==> src/rtl/ctrl_bus_arbiter_pkg.sv <==
// Shared types and defaults for the two-master control bus arbiter.
// Holds the state encoding, the owner encoding and the hold-counter width helper.
package ctrl_bus_arbiter_pkg;

  localparam int DEF_ADDR_W   = 8;
  localparam int DEF_DATA_W   = 8;
  localparam int DEF_MAX_HOLD = 64;

  typedef enum logic [1:0] {
    ARB_IDLE  = 2'd0,
    ARB_GRANT = 2'd1,
    ARB_TURN  = 2'd2
  } arb_state_t;

  typedef enum logic {
    OWNER_M0 = 1'b0,
    OWNER_M1 = 1'b1
  } owner_t;

  // A zero limit still needs a one-bit counter.
  function automatic int hold_width(input int max_hold);
    return (max_hold > 0) ? $clog2(max_hold + 1) : 1;
  endfunction

endpackage

==> src/rtl/ctrl_bus_arbiter_rr_pick2.sv <==
// Combinational two-way round-robin pick: a lone requester wins,
// on a tie the master that did not own the bus last wins.
module rr_pick2
  import ctrl_bus_arbiter_pkg::*;
(
  input  logic   req0,
  input  logic   req1,
  input  owner_t last_owner,
  output logic   valid,
  output owner_t pick
);

  always_comb begin
    valid = req0 | req1;
    if (req0 && req1) begin
      pick = (last_owner == OWNER_M0) ? OWNER_M1 : OWNER_M0;
    end else begin
      pick = req1 ? OWNER_M1 : OWNER_M0;
    end
  end

endmodule

==> src/rtl/ctrl_bus_arbiter.sv <==
// Two-master round-robin arbiter for the 8-bit control bus with a one-cycle
// turnaround between owners and a bounded hold time under contention.
module ctrl_bus_arbiter
  import ctrl_bus_arbiter_pkg::*;
#(
  parameter int ADDR_W   = DEF_ADDR_W,
  parameter int DATA_W   = DEF_DATA_W,
  parameter int MAX_HOLD = DEF_MAX_HOLD
) (
  input  logic              mclk,
  input  logic              reset,
  input  logic              m0_req,
  output logic              m0_gnt,
  input  logic [ADDR_W-1:0] m0_addr,
  input  logic              m0_read,
  input  logic              m0_write,
  input  logic [DATA_W-1:0] m0_wdata,
  output logic              m0_rvalid,
  input  logic              m1_req,
  output logic              m1_gnt,
  input  logic [ADDR_W-1:0] m1_addr,
  input  logic              m1_read,
  input  logic              m1_write,
  input  logic [DATA_W-1:0] m1_wdata,
  output logic              m1_rvalid,
  output logic [DATA_W-1:0] m_rdata,
  output logic [ADDR_W-1:0] bus_addr,
  output logic              bus_read,
  output logic              bus_write,
  output logic [DATA_W-1:0] bus_wdata,
  input  logic [DATA_W-1:0] bus_rdata,
  output logic              protocol_err
);

  localparam int              HOLD_W   = hold_width(MAX_HOLD);
  localparam logic [HOLD_W-1:0] HOLD_LIM = HOLD_W'(MAX_HOLD);

  arb_state_t        state_q, state_d;
  owner_t            last_owner_q, last_owner_d;
  logic [HOLD_W-1:0] hold_q, hold_d;
  logic              err_q, err_d;
  logic              gnt0_d, gnt1_d;

  logic              own_req, oth_req, own_read, own_write;
  logic [ADDR_W-1:0] own_addr;
  logic [DATA_W-1:0] own_wdata;
  logic              conflict, preempt;
  logic              pick_valid;
  owner_t            pick;

  rr_pick2 u_pick (
    .req0       (m0_req),
    .req1       (m1_req),
    .last_owner (last_owner_q),
    .valid      (pick_valid),
    .pick       (pick)
  );

  // Owner mux: only the registered grant lets a master's strobes through.
  always_comb begin
    own_req   = 1'b0;
    oth_req   = 1'b0;
    own_read  = 1'b0;
    own_write = 1'b0;
    own_addr  = '0;
    own_wdata = '0;
    if (m0_gnt) begin
      own_req   = m0_req;
      oth_req   = m1_req;
      own_read  = m0_read;
      own_write = m0_write;
      own_addr  = m0_addr;
      own_wdata = m0_wdata;
    end else if (m1_gnt) begin
      own_req   = m1_req;
      oth_req   = m0_req;
      own_read  = m1_read;
      own_write = m1_write;
      own_addr  = m1_addr;
      own_wdata = m1_wdata;
    end
  end

  assign conflict     = own_read & own_write;
  assign bus_addr     = own_addr;
  assign bus_wdata    = own_wdata;
  assign bus_read     = own_read & ~conflict;
  assign bus_write    = own_write & ~conflict;
  assign m_rdata      = bus_rdata;
  assign m0_rvalid    = m0_gnt & m0_read & ~m0_write;
  assign m1_rvalid    = m1_gnt & m1_read & ~m1_write;
  assign protocol_err = err_q | conflict;

  // Timeout only fires between strobes so an access in flight is never cut.
  assign preempt = (MAX_HOLD != 0) && (hold_q == HOLD_LIM) && oth_req
                   && !own_read && !own_write;

  always_comb begin
    state_d      = state_q;
    gnt0_d       = m0_gnt;
    gnt1_d       = m1_gnt;
    last_owner_d = last_owner_q;
    hold_d       = hold_q;
    err_d        = err_q | conflict;
    case (state_q)
      ARB_IDLE, ARB_TURN: begin
        gnt0_d = 1'b0;
        gnt1_d = 1'b0;
        hold_d = '0;
        if (pick_valid) begin
          state_d = ARB_GRANT;
          gnt0_d  = (pick == OWNER_M0);
          gnt1_d  = (pick == OWNER_M1);
        end else begin
          state_d = ARB_IDLE;
        end
      end
      ARB_GRANT: begin
        if (hold_q != HOLD_LIM) hold_d = hold_q + 1'b1;
        if (!own_req || preempt) begin
          state_d      = ARB_TURN;
          gnt0_d       = 1'b0;
          gnt1_d       = 1'b0;
          last_owner_d = m1_gnt ? OWNER_M1 : OWNER_M0;
          hold_d       = '0;
        end
      end
      default: begin
        state_d = ARB_IDLE;
        gnt0_d  = 1'b0;
        gnt1_d  = 1'b0;
        hold_d  = '0;
      end
    endcase
  end

  always_ff @(posedge mclk) begin
    if (reset) begin
      state_q      <= ARB_IDLE;
      m0_gnt       <= 1'b0;
      m1_gnt       <= 1'b0;
      last_owner_q <= OWNER_M1;
      hold_q       <= '0;
      err_q        <= 1'b0;
    end else begin
      state_q      <= state_d;
      m0_gnt       <= gnt0_d;
      m1_gnt       <= gnt1_d;
      last_owner_q <= last_owner_d;
      hold_q       <= hold_d;
      err_q        <= err_d;
    end
  end

endmodule

==> config.mk <==
export PLATFORM = sky130hd
export DESIGN_NAME = ctrl_bus_arbiter
export DESIGN_NICKNAME = d
export VERILOG_FILES = /design/src/rtl/ctrl_bus_arbiter_pkg.sv /design/src/rtl/ctrl_bus_arbiter_rr_pick2.sv /design/src/rtl/ctrl_bus_arbiter.sv
export SDC_FILE = /design/constraint.sdc
export NUM_CORES = 1
export LEC_CHECK = 0
export ABC_CLOCK_PERIOD_IN_PS = 2100
export BUFFER_PORTS_ARGS = -buffer_cell sky130_fd_sc_hd__clkbuf_2
export CORE_MARGIN = 5
export CORE_UTILIZATION = 37
export CTS_CLUSTER_SIZE = 20
export DETAILED_ROUTE_END_ITERATION = 8
export PLACE_DENSITY = 0.85
export SETUP_SLACK_MARGIN = 0.4
export SLEW_MARGIN = 20
export SYNTH_ARGS = -nofsm -noshare
export SYNTH_HDL_FRONTEND = slang
export SYNTH_SLANG_ARGS = --single-unit
export TNS_END_PERCENT = 10
==> constraint.sdc <==
create_clock -name mclk -period 2.1 [get_ports mclk]
set_input_delay 0.315 -clock mclk [delete_from_list [all_inputs] [get_ports mclk]]
set_output_delay 0.315 -clock mclk [all_outputs]
set_load 0.005 [all_outputs]
==> results.md <==
- RSZ-0062 raised after global routing: yes
- DP Cell Count: 189
- First-pass GRT wire length: 4240 um
- Top delay family on crit path: compound AO/OA/AOI/OAI gates
- Postcts setup bufs: 0
- Buf+Inv Stages, Crit Path: 0
- Status: complete, no violations
- FF+latch area: 263 um2
- Mapped Nets: 158
- Num CTS Buffers: 3
- CTS root buf: clkbuf_4
- Area occupied by multi-input gates: 554 um2
- DRC Markers: 0
- Max Clock Skew: 0.00222 ns
- Post-synth EDFFs: 0
- Row Count: 17
- Routability congestion estimate from global placement: 0.867
- Crit path DAT: 1.87 ns
- Synth Area per Inst: 8.28 um2
- Boundary Pins: 79
- Vias in the first global route: 962
- Setup Total Neg Slack: 0 ns
- Fin crit share: 0.809
- Seq/Total Area, Yosys: 0.291
- Fillers: 189
- Synth Flop Type: dfxtp_1
- Final hold violation count: 0
- Detailed-route via count: 1034
- Clock-pin slew on the worst setup and hold paths: 0.08 ns
- DIE AREA: 3500 um2
- Syn. warnings: 0
- Share of the synthesized area in the top cell type: 0.291
- Clk sink count: 13
- Area growth syn-to-layout: 37.5%
- Max H-tree Level: 1
- TritonCTS clock tree: yes
- DP HPWL: 2320 um
- Layout cell share with drive strength beyond 1: 0.442
- Final setup fails: 0
- Clk_lat worst skew: 0.28 ns
- Critical Path Max Stage Delay: 0.40 ns
- Mapped Area: 895 um2
- Worst Setup Start Kind: flip-flop
- Worst path cell trace: nor4_4 -> o2111ai_2 -> o311a_1 -> a211o_1
- Slew headroom: 0.774
- GRT Total Usage: 0.159
- Leakage: 0.599 nW
- Crit Path Category: flip-flop to flip-flop
- Period minus WS final: 1.70 ns
- Aggregate global routing overflow: 0
- HP Class: primary input to flip-flop
- Yosys cell types: 30
- Hold WS: 0.276 ns
- Fin area: 1230 um2
- Final WL: 2830 um
- Routed Antenna Nets: 0
- Core Footprint: 2250 um2
- Finished Layout Cells: 193
- Starting Density: 0.397
- Most frequent cells in the layout: 62 x clkbuf_2, 16 x a22o_1, 13 x nor2_1, 11 x dfxtp_1, 7 x nand2_1
- IO buf count: 62
- Initial antenna violation count: 0
- 1st-pass router iterations: 4
- Top cells by area, synth: dfxtp_1 29%, a22o_1 16%, buf_4 6.7%
- Power Dens Cells: 467 nW/um2
- Syn Inst Count: 108
- Max Freq: 589 MHz
- ANT cells: 0
- Largest fanout on the critical path: 4
- Chip height: 59.2 um
- Largest net degree at the start of global routing: 20
- VDD IR max: 0.000331 V
- CP required: 2.27 ns
- Slew @ Worst Pin: 0.337 ns
- Area leader, netlist: dfxtp_1
- Synth Register Bits: 13
- Final core occ: 0.546
- Die width: 59.2 um
- WL/cell: 14.6 um
- Clk buf depth: 2
- DRT iter0 DRCs: 62
- Max cap viols: 0
- Asr flop ratio synth: 0
- Final #Nets: 216
- Dpl cell area: 1180 um2
- CP endpoint kind: flip-flop
- Most common cell after layout, fill and taps aside: clkbuf_2
- Final slew viol count: 0
- Slowest cell on the critical path: o311a_1
- DR vias/cell: 5.36
layout make-up:
cell class | instances | area share
Multi-Input combinational cell | 78 | 0.451
Timing Repair Buffer | 64 | 0.268
Sequential cell | 13 | 0.214
Tap cell | 28 | 0.0285
Inverter | 6 | 0.0183
Clock buffer | 4 | 0.0214
state kept, by name, indices dropped and copies added, names as in the netlist:
register / count
err_q: 1
last_owner_q: 1
state_q: 2
m1_gnt: 1
m0_gnt: 1
hold_q: 7
cell families after synthesis:
kind of cell	share of synthesized area
compound gates	0.278
xor+xnor	0.0587
fa+ha+maj	0.0280
buf+inv	0.105
flops	0.291
mux	0.0112
simple gates	0.228
where the power goes:
group	total, mW	switching, mW	internal [mW]
Combinational	0.154	0.0715	0.0828
Sequential	0.265	0.00884	0.256
Clock	0.155	0.0811	0.0737
routing by layer:
metal / global-route usage / wire length, um / vias to the layer above
li1: - / - / 503
met1: 0.156 / 975 / 465
met2: 0.295 / 1410 / 56
met3: 0.0763 / 381 / 10
met4: 0.0388 / 55 / 0
met5: 0 / 0 / -
through the flow:
stage	total power [mW]	worst slack, ns
after floorplan	0.348	0.574
final	0.574	0.401
after global routing	0.611	0.337
after global placement	0.414	0.534
after detailed placement	0.419	0.478
after CTS	0.571	0.400
path summary, 6_finish.rpt:
check        slack (ns)        from  depth (start not counted)           end
min reg2reg        0.51  state_q[0]                          1    state_q[0]
max                0.40   hold_q[5]                          4  last_owner_q
max reg2reg        0.40   hold_q[5]                          4  last_owner_q
min                0.28       reset                          2         err_q
cell usage after synthesis, drive strengths merged (2+ instances only):
master,instances
nand3,6
nor2,13
nand2,7
a21oi,2
o21ai,5
inv,6
nand3b,2
a211oi,2
xnor2,4
clkbuf,3
ha,2
buf,8
a22o,16
dfxtp,13
xor2,2
nand2b,2
nor3b,2
timing repair:
item / in CTS / in global routing
gates resized for setup: 2 / 5
endpoints found under the setup margin: 2 / 26
pin swaps: 0 / 0
endpoints found under the hold margin: 0 / 0
hold buffers: 0 / 0
Power figures use the tool's default switching activity.
